`src/rtl/mode_led_driver.sv`:
```
// mode_led_driver: turns the one-hot mode flags from the mode FSM into LED
// indications. led_o[2:0] show the active mode statically, and led_o[3] plays
// a blink code (N blinks for mode code N) each time the mode changes.
// All LEDs are active-low.
module mode_led_driver #(
  parameter logic [19:0] TICK_DIV  = 20'd1_000_000,
  parameter logic [7:0]  ON_TICKS  = 8'd10,
  parameter logic [7:0]  OFF_TICKS = 8'd10
) (
  input  logic       sys_clk_i,
  input  logic       sys_rst_i,
  input  logic       is_count_mode_i,
  input  logic       is_color_mode_i,
  input  logic       is_detect_mode_i,
  output logic [3:0] led_o,
  output logic       blink_busy_o,
  output logic       mode_err_o
);

  // Blink sequencer states.
  localparam logic [1:0] ST_IDLE = 2'd0;
  localparam logic [1:0] ST_ON   = 2'd1;
  localparam logic [1:0] ST_OFF  = 2'd2;

  // Mode values double as the blink code; ERR has no code and never blinks.
  localparam logic [2:0] MODE_ERR    = 3'd0;
  localparam logic [2:0] MODE_COUNT  = 3'd1;
  localparam logic [2:0] MODE_COLOR  = 3'd2;
  localparam logic [2:0] MODE_DETECT = 3'd3;
  localparam logic [2:0] MODE_WAIT   = 3'd4;

  localparam logic [19:0] TICK_LAST = TICK_DIV - 20'd1;
  localparam logic [7:0]  ON_LAST   = ON_TICKS - 8'd1;
  localparam logic [7:0]  OFF_LAST  = OFF_TICKS - 8'd1;

  // Collapse the flag set into one mode; any overlap is an error.
  function automatic logic [2:0] decode_mode(input logic count_f,
                                             input logic color_f,
                                             input logic detect_f);
    logic [2:0] mode;
    case ({detect_f, color_f, count_f})
      3'b000:  mode = MODE_WAIT;
      3'b001:  mode = MODE_COUNT;
      3'b010:  mode = MODE_COLOR;
      3'b100:  mode = MODE_DETECT;
      default: mode = MODE_ERR;
    endcase
    return mode;
  endfunction

  // Static active-low pattern for led_o[2:0]; ERR lights all three.
  function automatic logic [2:0] mode_pattern(input logic [2:0] mode);
    logic [2:0] pat;
    case (mode)
      MODE_WAIT:   pat = 3'b111;
      MODE_COUNT:  pat = 3'b110;
      MODE_COLOR:  pat = 3'b101;
      MODE_DETECT: pat = 3'b011;
      default:     pat = 3'b000;
    endcase
    return pat;
  endfunction

  logic [2:0]  mode_d;
  logic [2:0]  mode_q;
  logic [1:0]  state;
  logic [19:0] prescaler;
  logic [7:0]  tick_cnt;
  logic [2:0]  blink_cnt;
  logic        tick;
  logic        mode_change;

  // ---- stage p0: decode and sequencer ----
  assign mode_d      = decode_mode(is_count_mode_i, is_color_mode_i, is_detect_mode_i);
  assign mode_change = (mode_d != mode_q);
  assign tick        = (prescaler == TICK_LAST);

  // Mode tracking and blink sequencer; a mode change overrides any tick activity.
  always_ff @(posedge sys_clk_i) begin
    if (sys_rst_i) begin
      mode_q    <= MODE_WAIT;
      state     <= ST_IDLE;
      prescaler <= '0;
      tick_cnt  <= '0;
      blink_cnt <= '0;
    end else if (mode_change) begin
      mode_q <= mode_d;
      if (mode_d != MODE_ERR) begin
        // Restart from the first blink, even if a code is already playing.
        state     <= ST_ON;
        prescaler <= '0;
        tick_cnt  <= '0;
        blink_cnt <= mode_d;
      end else begin
        state     <= ST_IDLE;
        prescaler <= '0;
      end
    end else begin
      case (state)
        ST_ON: begin
          prescaler <= tick ? 20'd0 : prescaler + 20'd1;
          if (tick) begin
            if (tick_cnt == ON_LAST) begin
              state    <= ST_OFF;
              tick_cnt <= '0;
            end else begin
              tick_cnt <= tick_cnt + 8'd1;
            end
          end
        end
        ST_OFF: begin
          prescaler <= tick ? 20'd0 : prescaler + 20'd1;
          if (tick) begin
            if (tick_cnt == OFF_LAST) begin
              tick_cnt  <= '0;
              blink_cnt <= blink_cnt - 3'd1;
              // blink_cnt==1 means the blink just finished was the last one.
              state     <= (blink_cnt != 3'd1) ? ST_ON : ST_IDLE;
            end else begin
              tick_cnt <= tick_cnt + 8'd1;
            end
          end
        end
        default: begin
          state     <= ST_IDLE;
          prescaler <= '0;
        end
      endcase
    end
  end

  // ---- stage p1: registered LED outputs ----
  logic [3:0] led_p1;
  logic       busy_p1;
  logic       err_p1;

  // Register the pin-facing outputs from the current sequencer state and mode.
  always_ff @(posedge sys_clk_i) begin
    if (sys_rst_i) begin
      led_p1  <= 4'b1111;
      busy_p1 <= 1'b0;
      err_p1  <= 1'b0;
    end else begin
      led_p1  <= {(state != ST_ON), mode_pattern(mode_q)};
      busy_p1 <= (state != ST_IDLE);
      err_p1  <= (mode_q == MODE_ERR);
    end
  end

  assign led_o        = led_p1;
  assign blink_busy_o = busy_p1;
  assign mode_err_o   = err_p1;

endmodule

```
`config.mk`:
```
export PLATFORM = sky130hd
export DESIGN_NAME = mode_led_driver
export DESIGN_NICKNAME = d
export VERILOG_FILES = /design/src/rtl/mode_led_driver.sv
export SDC_FILE = /design/constraint.sdc
export NUM_CORES = 1
export LEC_CHECK = 0
export ABC_CLOCK_PERIOD_IN_PS = 3800
export CORE_MARGIN = 2
export CORE_UTILIZATION = 45
export CTS_CLUSTER_DIAMETER = 100
export DETAILED_ROUTE_END_ITERATION = 10
export GPL_ROUTABILITY_DRIVEN = 0
export PLACE_DENSITY_LB_ADDON = 0.15
export RECOVER_POWER = 100
export SLEW_MARGIN = 30
export SYNTH_ARGS = -nofsm -noshare
export SYNTH_HDL_FRONTEND = slang
export SYNTH_SLANG_ARGS = --single-unit
export TNS_END_PERCENT = 10
```
`constraint.sdc`:
```
create_clock -name sys_clk_i -period 3.8 [get_ports sys_clk_i]
set_input_delay 0.76 -clock sys_clk_i [delete_from_list [all_inputs] [get_ports sys_clk_i]]
set_output_delay 0.76 -clock sys_clk_i [all_outputs]
set_load 0.005 [all_outputs]
```
==> results.toml, run 1 <==
[power]
seqPwrFrac_pct = 54.7
p_switching_w = 0.000206
p_sw_share_pct = 24.4
ir_drop_mv = 0.186
p_int_w = 0.000637
power_w = 0.000842
power_leakage_nw = 0.751
combPwrFrac_pct = 10.2
clkPwrFrac_pct = 35.1
pwr_density_cell_mw_per_mm2 = 363

[die]
die_w_um = 73.4
initial_utilization_pct = 46.2
rows = 25
die_h_um = 73.4
design.die.area_mm2 = 0.00539
core_area_mm2 = 0.00469
ioPinCount = 11

[route]
dr.pass1.iters = 4
num_vias = 1623
ant_nets = 0
drc = 0
wl_met2_um = 1810
top_layer_used = "met4"
wl_met1_um = 1870
wl_per_cell_um = 12.5
drt-total-wl_um = 3810
routed_via_density = 5.32
met3_length_um = 88
dr.first_iter.drc_count = 54

[placed_design]
dp_slack_ns = 0.602
io_buffers = 10
dp_hpwl_um = 2700

[grt]
overflow = 0
track_usage_pct = 15.8
grt_pass1_vias = 1513
grt_max_degree = 21
grt_pass1_wl_um = 6680
antenna_found_initial = 0

[timing]
fin_ws_ns = 0.599
final_hold_viol_count = 0
maxSlewHeadroom_pct = 41.1
fin_crit_ns = 3.20
fin_crit_sh_pct = 84.2
grt_setup_unrepaired = "no"
hold_ws_ns = 0.479
setup_viol = 0
tightest_slew_ns = 0.875
fmax_ghz = 0.312
clock-skew-final_ns = 0.00944
slew_viol_final = 0
tns_ns = 0

[worst_setup_path]
worstPathMaxFanout = 20
critical_path_class = "primary input to register"
worst_path_largest_cell_delay_ns = 0.74
worst_path_max_delay_cell = "dlygate4sd3_1"
crit_chain = "dlygate4sd3_1, and4bb_2, a211oi_1, a211oi_1, nor2_1, or4b_4, nor2_1"
crit_start = "is_color_mode_i"
end_kind = "register"
cp_data_required_time_ns = 4.02
critPathLaunchType = "primary input"
r2r_start = "prescaler[0]"
crit_arrival_ns = 3.43

[cts]
cts_made_buffers = 5
cts_resized = 0
cts-htree-levels = 2
root_buffer = "clkbuf_8"
clockBufferDepth = 2
hold_buffers = 0
clk_latency_ns = 0.29
cts.sinks = 42
post_cts.repair.setup_buffers = 0
cts_tree = "done"
path_clk_slew_ns = 0.08

[outcome]
status = "finished clean"

[synth]
synthSimpleGateAreaFrac_pct = 28.7
synth_seq_area_share_pct = 38.8
synth-edff-count = 0
syn_nets = 255
ys.flop_type = "dfxtp_1"
synthXorXnorAreaFrac_pct = 10.1
synth_compound_area_share_pct = 10.1
synth_area_mm2 = 0.00217
synthMuxAreaShare_pct = 0.923
synth_cell_types = 50
yosys_warnings = 0
async_reset_ff_share_pct = 0
ys_ff_latch = 42
synth.avg_cell_area_um2 = 9.00
synth_adder_area_share_pct = 5.71
netlist_instances = 241
synth_top_family_by_area = "simple AND/OR/NAND/NOR gates"

[min_path]
hold_start = "prescaler[0]"
hold_path.class = "register to register"

[cells_and_area]
fin_nets = 264
antennaDiodeCount = 0
drive_above_1_share_pct = 7.97
final_util_pct = 49.5
areaGrowthSynthToFinish_pct = 7.04

[flow_run]
drv_cap = 0
[worst paths after layout]
path	slack, ns	depth (start not counted)	endpoint
max	0.60	7	prescaler[8]
min	0.48	1	prescaler[0]
max reg2reg	0.99	7	tick_cnt[3]
min reg2reg	0.48	1	prescaler[0]
[cells in the final DEF (no fill, tap or decap), types with 3 or more instances in the layout]
master	count
nor3_1	11
nand3_1	10
inv_1	13
nand2_1	13
nor2_2	4
nor2_1	32
o21ai_0	6
dfxtp_1	42
a21oi_1	9
nand4_1	5
xor2_1	9
ha_1	9
and3_1	5
dlygate4sd3_1	8
nand3b_1	3
xnor2_1	16
nor2b_1	4
clkbuf_8	6
a211oi_1	5
[registers in the layout, indices dropped and copies added, names as in the netlist]
signal / flops
blink_busy_o: 1
blink_cnt: 3
led_o: 4
mode_err_o: 1
mode_q: 3
prescaler: 20
state: 2
tick_cnt: 8
[power by group through the flow]
stage	combinational (W)	sequential [W]	clock [W]
floorplan	0.0000702	0.000469	0
global placement	0.0000918	0.000472	0
detailed placement	0.0000916	0.000472	0
CTS	0.0000925	0.000462	0.000305
global route	0.0000964	0.000463	0.000326
finish	0.0000856	0.000461	0.000296
[cell families after synthesis]
logic type / Yosys count
simple gates: 108
xor+xnor: 25
compound gates: 31
mux: 2
buf+inv: 23
flops: 42
fa+ha+maj: 10
[final cells by class]
type,count,area [um^2]
fillers,468,2370
well taps,54,67.6
flip-flops and latches,42,841
repair buffers,12,115
inverters,13,48.8
clock buffers,7,86.3
multi-input cells,176,1160
clock inverters,1,5.00
[synth_stat cells, types with 2 or more instances]
library cell | instances | area, um^2
xnor2_1 | 16 | 140
clkbuf_1 | 3 | 11.3
nor2_2 | 13 | 81.3
nor3_1 | 11 | 55.1
nand3b_1 | 3 | 22.5
ha_1 | 9 | 113
nor2_1 | 23 | 86.3
buf_6 | 4 | 45.0
xor2_1 | 9 | 78.8
nor4b_1 | 2 | 17.5
nand3_1 | 10 | 50.1
nand4_1 | 5 | 31.3
o21ai_0 | 6 | 30.0
nor2b_1 | 4 | 25.0
and4_1 | 2 | 17.5
a211oi_1 | 3 | 22.5
dfxtp_1 | 42 | 841
o31ai_1 | 2 | 15.0
a311oi_1 | 2 | 17.5
buf_2 | 2 | 10.0
mux2i_1 | 2 | 20.0
and3_1 | 5 | 31.3
inv_1 | 13 | 48.8
o211ai_1 | 2 | 15.0
nand2_1 | 13 | 48.8
and2_1 | 2 | 12.5
a21oi_1 | 9 | 45.0
nand2b_1 | 2 | 12.5
[per-stage QoR]
| step | std cells | instance area [um^2] |
|---|---|---|
| final | 305 | 2320 |
| after global routing | 305 | 2320 |
| after CTS | 305 | 2370 |
| after detailed placement | 297 | 2280 |
| after global placement | 297 | 2280 |
| after floorplan | 241 | 2170 |
[per-layer routing]
metal / global-route usage, % / vias to the layer above
met1: 19.9 / 756
li1: - / 845
met2: 26.5 / 17
met3: 4.12 / 5
met4: 4.85 / 0
met5: 0 / -
[critical path, delay by kind of cell]
kind / cells / cell delay [ns]
and+or+nand+nor: 4 / 1.36
buffers and inverters: 1 / 0.74
AOI/OAI and AO/OA: 2 / 0.56
Note: power is estimated with default switching activity, not from simulation.
==> inputs of run 2 (changes only) <==
Settings changed: ABC_CLOCK_PERIOD_IN_PS 3800 to 2650.
Clock period 3.8 ns to 2.65 ns, I/O delays scaled along.
==> results.toml, run 2 (synthesis results as in run 1) <==
[outcome]
status = "finished clean"

[worst_setup_path]
r2r-end = "tick_cnt[3]"
critical_path_class = "primary input to register"
critPathLaunchType = "primary input"
critPathTopFamily = "compound AO/OA/AOI/OAI gates"
r2r_start = "prescaler[0]"
cp.buffers_inverters = 2
crit_arrival_ns = 2.74
rrSetupSlack_ns = 0.34
worstRegToRegCells = 7
worstPathMaxFanout = 9
end_kind = "register"
crit_chain = "clkdlybuf4s50_1, buf_4, maj3_2, a211oi_2, a211oi_4, or2_1, a311o_1, nor3_1"
worst_path_max_delay_cell = "clkdlybuf4s50_1"
cp_data_required_time_ns = 2.87
worst_path_largest_cell_delay_ns = 0.41

[placed_design]
dp_slack_ns = -0.242
io_buffers = 10
dp_hpwl_um = 2820
placed_cells = 309

[die]
ioPinCount = 11
core_area_mm2 = 0.00469
die_h_um = 73.4
design.die.area_mm2 = 0.00539
die_w_um = 73.4
rows = 25
initial_utilization_pct = 46.2

[cts]
path_clk_slew_ns = 0.08
cts_tree = "done"
root_buffer = "clkbuf_8"
cts_resized = 0
hold_buffers = 0
cts.sinks = 42
cts_made_buffers = 5
cts-htree-levels = 2
clockBufferDepth = 2
clk_latency_ns = 0.29
post_cts.repair.setup_buffers = 0

[route]
wl_per_cell_um = 12.3
routed_via_density = 5.16
dr.pass1.iters = 4
drc = 0
num_vias = 1635
ant_nets = 0
dr.first_iter.drc_count = 55
drt-total-wl_um = 3890

[grt]
grt_pass1_vias = 1543
overflow = 0
grt_pass1_wl_um = 6850
track_usage_pct = 16.7
grt_max_degree = 21
antenna_found_initial = 0

[cells_and_area]
largest_register = "prescaler"
fin_nets = 276
fill_cells = 460
largest_reg_flops = 20
instances_no_fill = 317
regArea_um2 = 841
final_util_pct = 53.0
layout_common_cells = "dfxtp_1, nor2_1, xnor2_1"
areaGrowthSynthToFinish_pct = 14.7
final_common_cell = "dfxtp_1"
antennaDiodeCount = 0
multiInputGateArea_mm2 = 0.00122
drive_above_1_share_pct = 17.5

[timing]
fin_crit_ns = 2.52
slew_viol_final = 0
hold_ws_ns = 0.476
fin_crit_sh_pct = 95.0
final_hold_viol_count = 0
fmax_ghz = 0.397
clock-skew-final_ns = 0.00289
grt_setup_unrepaired = "yes"
maxSlewHeadroom_pct = 73.1
tightest_slew_ns = 0.400
tns_ns = 0
fin_ws_ns = 0.131
setup_viol = 0

[power]
pwr_density_cell_mw_per_mm2 = 530
ir_drop_mv = 0.381
power_leakage_nw = 0.826

[min_path]
min_to = "prescaler[0]"
hold_start = "prescaler[0]"
min_path_cells = 1
hold_path.class = "register to register"

[flow_run]
drv_cap = 0
-- run 2: cell types whose count changed in the layout (fill, tap and decap cells not counted), sizes merged --
cell and delta:
buf +12, bufinv +1, clkdlybuf4s50 +8, clkinv -1, dlygate4sd3 -8
-- run 2: through the flow --
step	total power, W	cell area, um^2
floorplan	0.000773	2170
global placement	0.000826	2370
detailed placement	0.000827	2370
CTS	0.00133	2470
global route	0.00138	2490
finish	0.00132	2490
-- run 2: cell type report --
cell class,count,share of cell area (%)
Clock inverter,1,1.21
Clock buffer,7,3.07
Multi-Input combinational cell,176,49.0
Tap cell,54,2.71
Inverter,13,1.96
Timing Repair Buffer,24,8.25
Sequential cell,42,33.8
-- run 2: per-layer routing --
metal	share of wire, %	vias up	track usage, %
li1	-	871	-
met1	50	751	20.9
met2	46	9	26.6
met3	2.0	4	5.76
met4	1.2	0	6.06
met5	0	-	0
-- run 2: power by group --
| group | total, W | leakage (nW) | switching, W | internal, W |
|---|---|---|---|---|
| clock | 0.000504 | 0.0524 | 0.000222 | 0.000282 |
| combinational | 0.000153 | 0.433 | 0.0000754 | 0.0000776 |
| sequential | 0.000660 | 0.341 | 0.0000130 | 0.000647 |
| total | 0.00132 | 0.826 | 0.000311 | 0.00101 |
-- run 2: worst max path at each step --
stage | start | to | slack, ns | cells past startpoint
floorplan | is_detect_mode_i | prescaler[17] | 0.19 | 8
global placement | is_count_mode_i | prescaler[4] | -0.21 | 7
detailed placement | is_count_mode_i | prescaler[8] | -0.24 | 7
CTS | is_count_mode_i | prescaler[8] | 0.06 | 7
global route | is_count_mode_i | tick_cnt[3] | -0.008 | 7
finish | is_count_mode_i | tick_cnt[2] | 0.13 | 8
==> inputs of run 3 (changes only) <==
Settings changed: REMOVE_ABC_BUFFERS from default to 1.
==> results.toml, run 3 (synthesis results as in run 1) <==
[route]
ant_nets = 0
dr.first_iter.drc_count = 63
num_vias = 1670
drt-total-wl_um = 3830
routed_via_density = 5.25
top_layer_used = "met4"
wl_per_cell_um = 12.0
wl_met1_um = 2070
met3_length_um = 86
wl_met2_um = 1620
dr.pass1.iters = 4
drc = 0

[cts]
hold_buffers = 0
clockBufferDepth = 2
cts_tree = "done"
post_cts.repair.setup_buffers = 0
root_buffer = "clkbuf_8"
cts.sinks = 42
cts_resized = 0
clk_latency_ns = 0.29
path_clk_slew_ns = 0.08
cts_made_buffers = 5
cts-htree-levels = 2

[die]
initial_utilization_pct = 46.2
design.die.area_mm2 = 0.00539
core_area_mm2 = 0.00469
die_w_um = 73.4
rows = 25
ioPinCount = 11
die_h_um = 73.4

[timing]
maxSlewHeadroom_pct = 71.2
hold_ws_ns = 0.477
grt_setup_unrepaired = "no"
clock-skew-final_ns = 0.0105
fin_crit_sh_pct = 97.0
tightest_slew_ns = 0.428
setup_viol = 0
fmax_ghz = 0.389
slew_viol_final = 0
fin_crit_ns = 2.57
final_hold_viol_count = 0

[power]
power_leakage_nw = 0.838
pwr_density_cell_mw_per_mm2 = 490
ir_drop_mv = 0.273

[placed_design]
dpl_cell_area_mm2 = 0.00238
dp_hpwl_um = 2800
io_buffers = 10

[worst_setup_path]
critical_path_class = "primary input to register"
critPathLaunchType = "primary input"
r2r-end = "tick_cnt[1]"
end_kind = "register"
r2r_start = "mode_q[1]"
rrSetupSlack_ns = 0.33
worstRegToRegCells = 7
crit_arrival_ns = 2.77
worstPathMaxFanout = 5
cp_data_required_time_ns = 2.85

[grt]
antenna_found_initial = 0
grt_max_degree = 21
track_usage_pct = 15.9
grt_pass1_vias = 1543
overflow = 0
grt_pass1_wl_um = 6810

[cells_and_area]
layout_common_cells = "dfxtp_1, nor2_1, xnor2_1"
fill_cells = 430
drive_above_1_share_pct = 17.8
areaGrowthSynthToFinish_pct = 14.9
largest_reg_flops = 20
largest_register = "prescaler"
final_common_cell = "dfxtp_1"
finalInstanceArea_mm2 = 0.00249
regArea_um2 = 841
antennaDiodeCount = 0
fin_nets = 277
multiInputGateArea_mm2 = 0.00123

[flow_run]
drv_cap = 0

[min_path]
hold_path.class = "register to register"
min_path_cells = 1
hold_start = "prescaler[0]"
min_to = "prescaler[0]"

[outcome]
status = "finished clean"
run 3: worst max-delay path, cell delays in order:
cell	delay, ns
clkdlybuf4s50_1	0.46
or3b_1	0.34
a21o_1	0.21
a211oi_4	0.34
nor2_2	0.07
buf_4	0.14
or3_2	0.49
o31ai_1	0.19
run 3: how the worst max path moves through the flow:
stage	startpoint	end	slack [ns]	depth (start not counted)
floorplan	is_detect_mode_i	prescaler[11]	0.34	6
finish	is_count_mode_i	tick_cnt[1]	0.08	8
global route	is_count_mode_i	tick_cnt[0]	0.0007	8
global placement	is_detect_mode_i	tick_cnt[0]	-0.27	8
detailed placement	is_detect_mode_i	tick_cnt[0]	-0.28	8
CTS	is_detect_mode_i	tick_cnt[0]	0.009	8
run 3: where the power goes:
group | internal (W) | switching, W
Combinational | 0.0000804 | 0.0000811
Sequential | 0.000648 | 0.0000125
Clock | 0.000186 | 0.000214
Total | 0.000914 | 0.000308
run 3: routing by layer:
layer,GRT usage [%],vias up
li1,-,880
met1,22.3,763
met2,24.0,22
met3,3.43,5
met4,5.86,0
met5,0,-
run 3: cell type report:
| cell class | instances | share of cell area (%) |
|---|---|---|
| clock buffers | 6 | 2.91 |
| clock inverters | 2 | 0.552 |
| inverters | 13 | 1.96 |
| multi-input cells | 176 | 49.5 |
| flip-flops and latches | 42 | 33.7 |
| well taps | 54 | 2.71 |
| repair buffers | 25 | 8.63 |
run 3: metrics by stage:
stage	cells	utilization, %	setup WS [ns]	total power, W	setup TNS, ns
after floorplan	231	-	0.337	0.000756	0
after global placement	310	50.6	-0.265	0.000829	-6.75
after detailed placement	310	50.6	-0.281	0.000829	-7.25
after CTS	318	52.5	0.00944	0.00124	0
after global routing	318	53.1	0.000694	0.00129	0
final	318	53.1	0.0798	0.00122	0
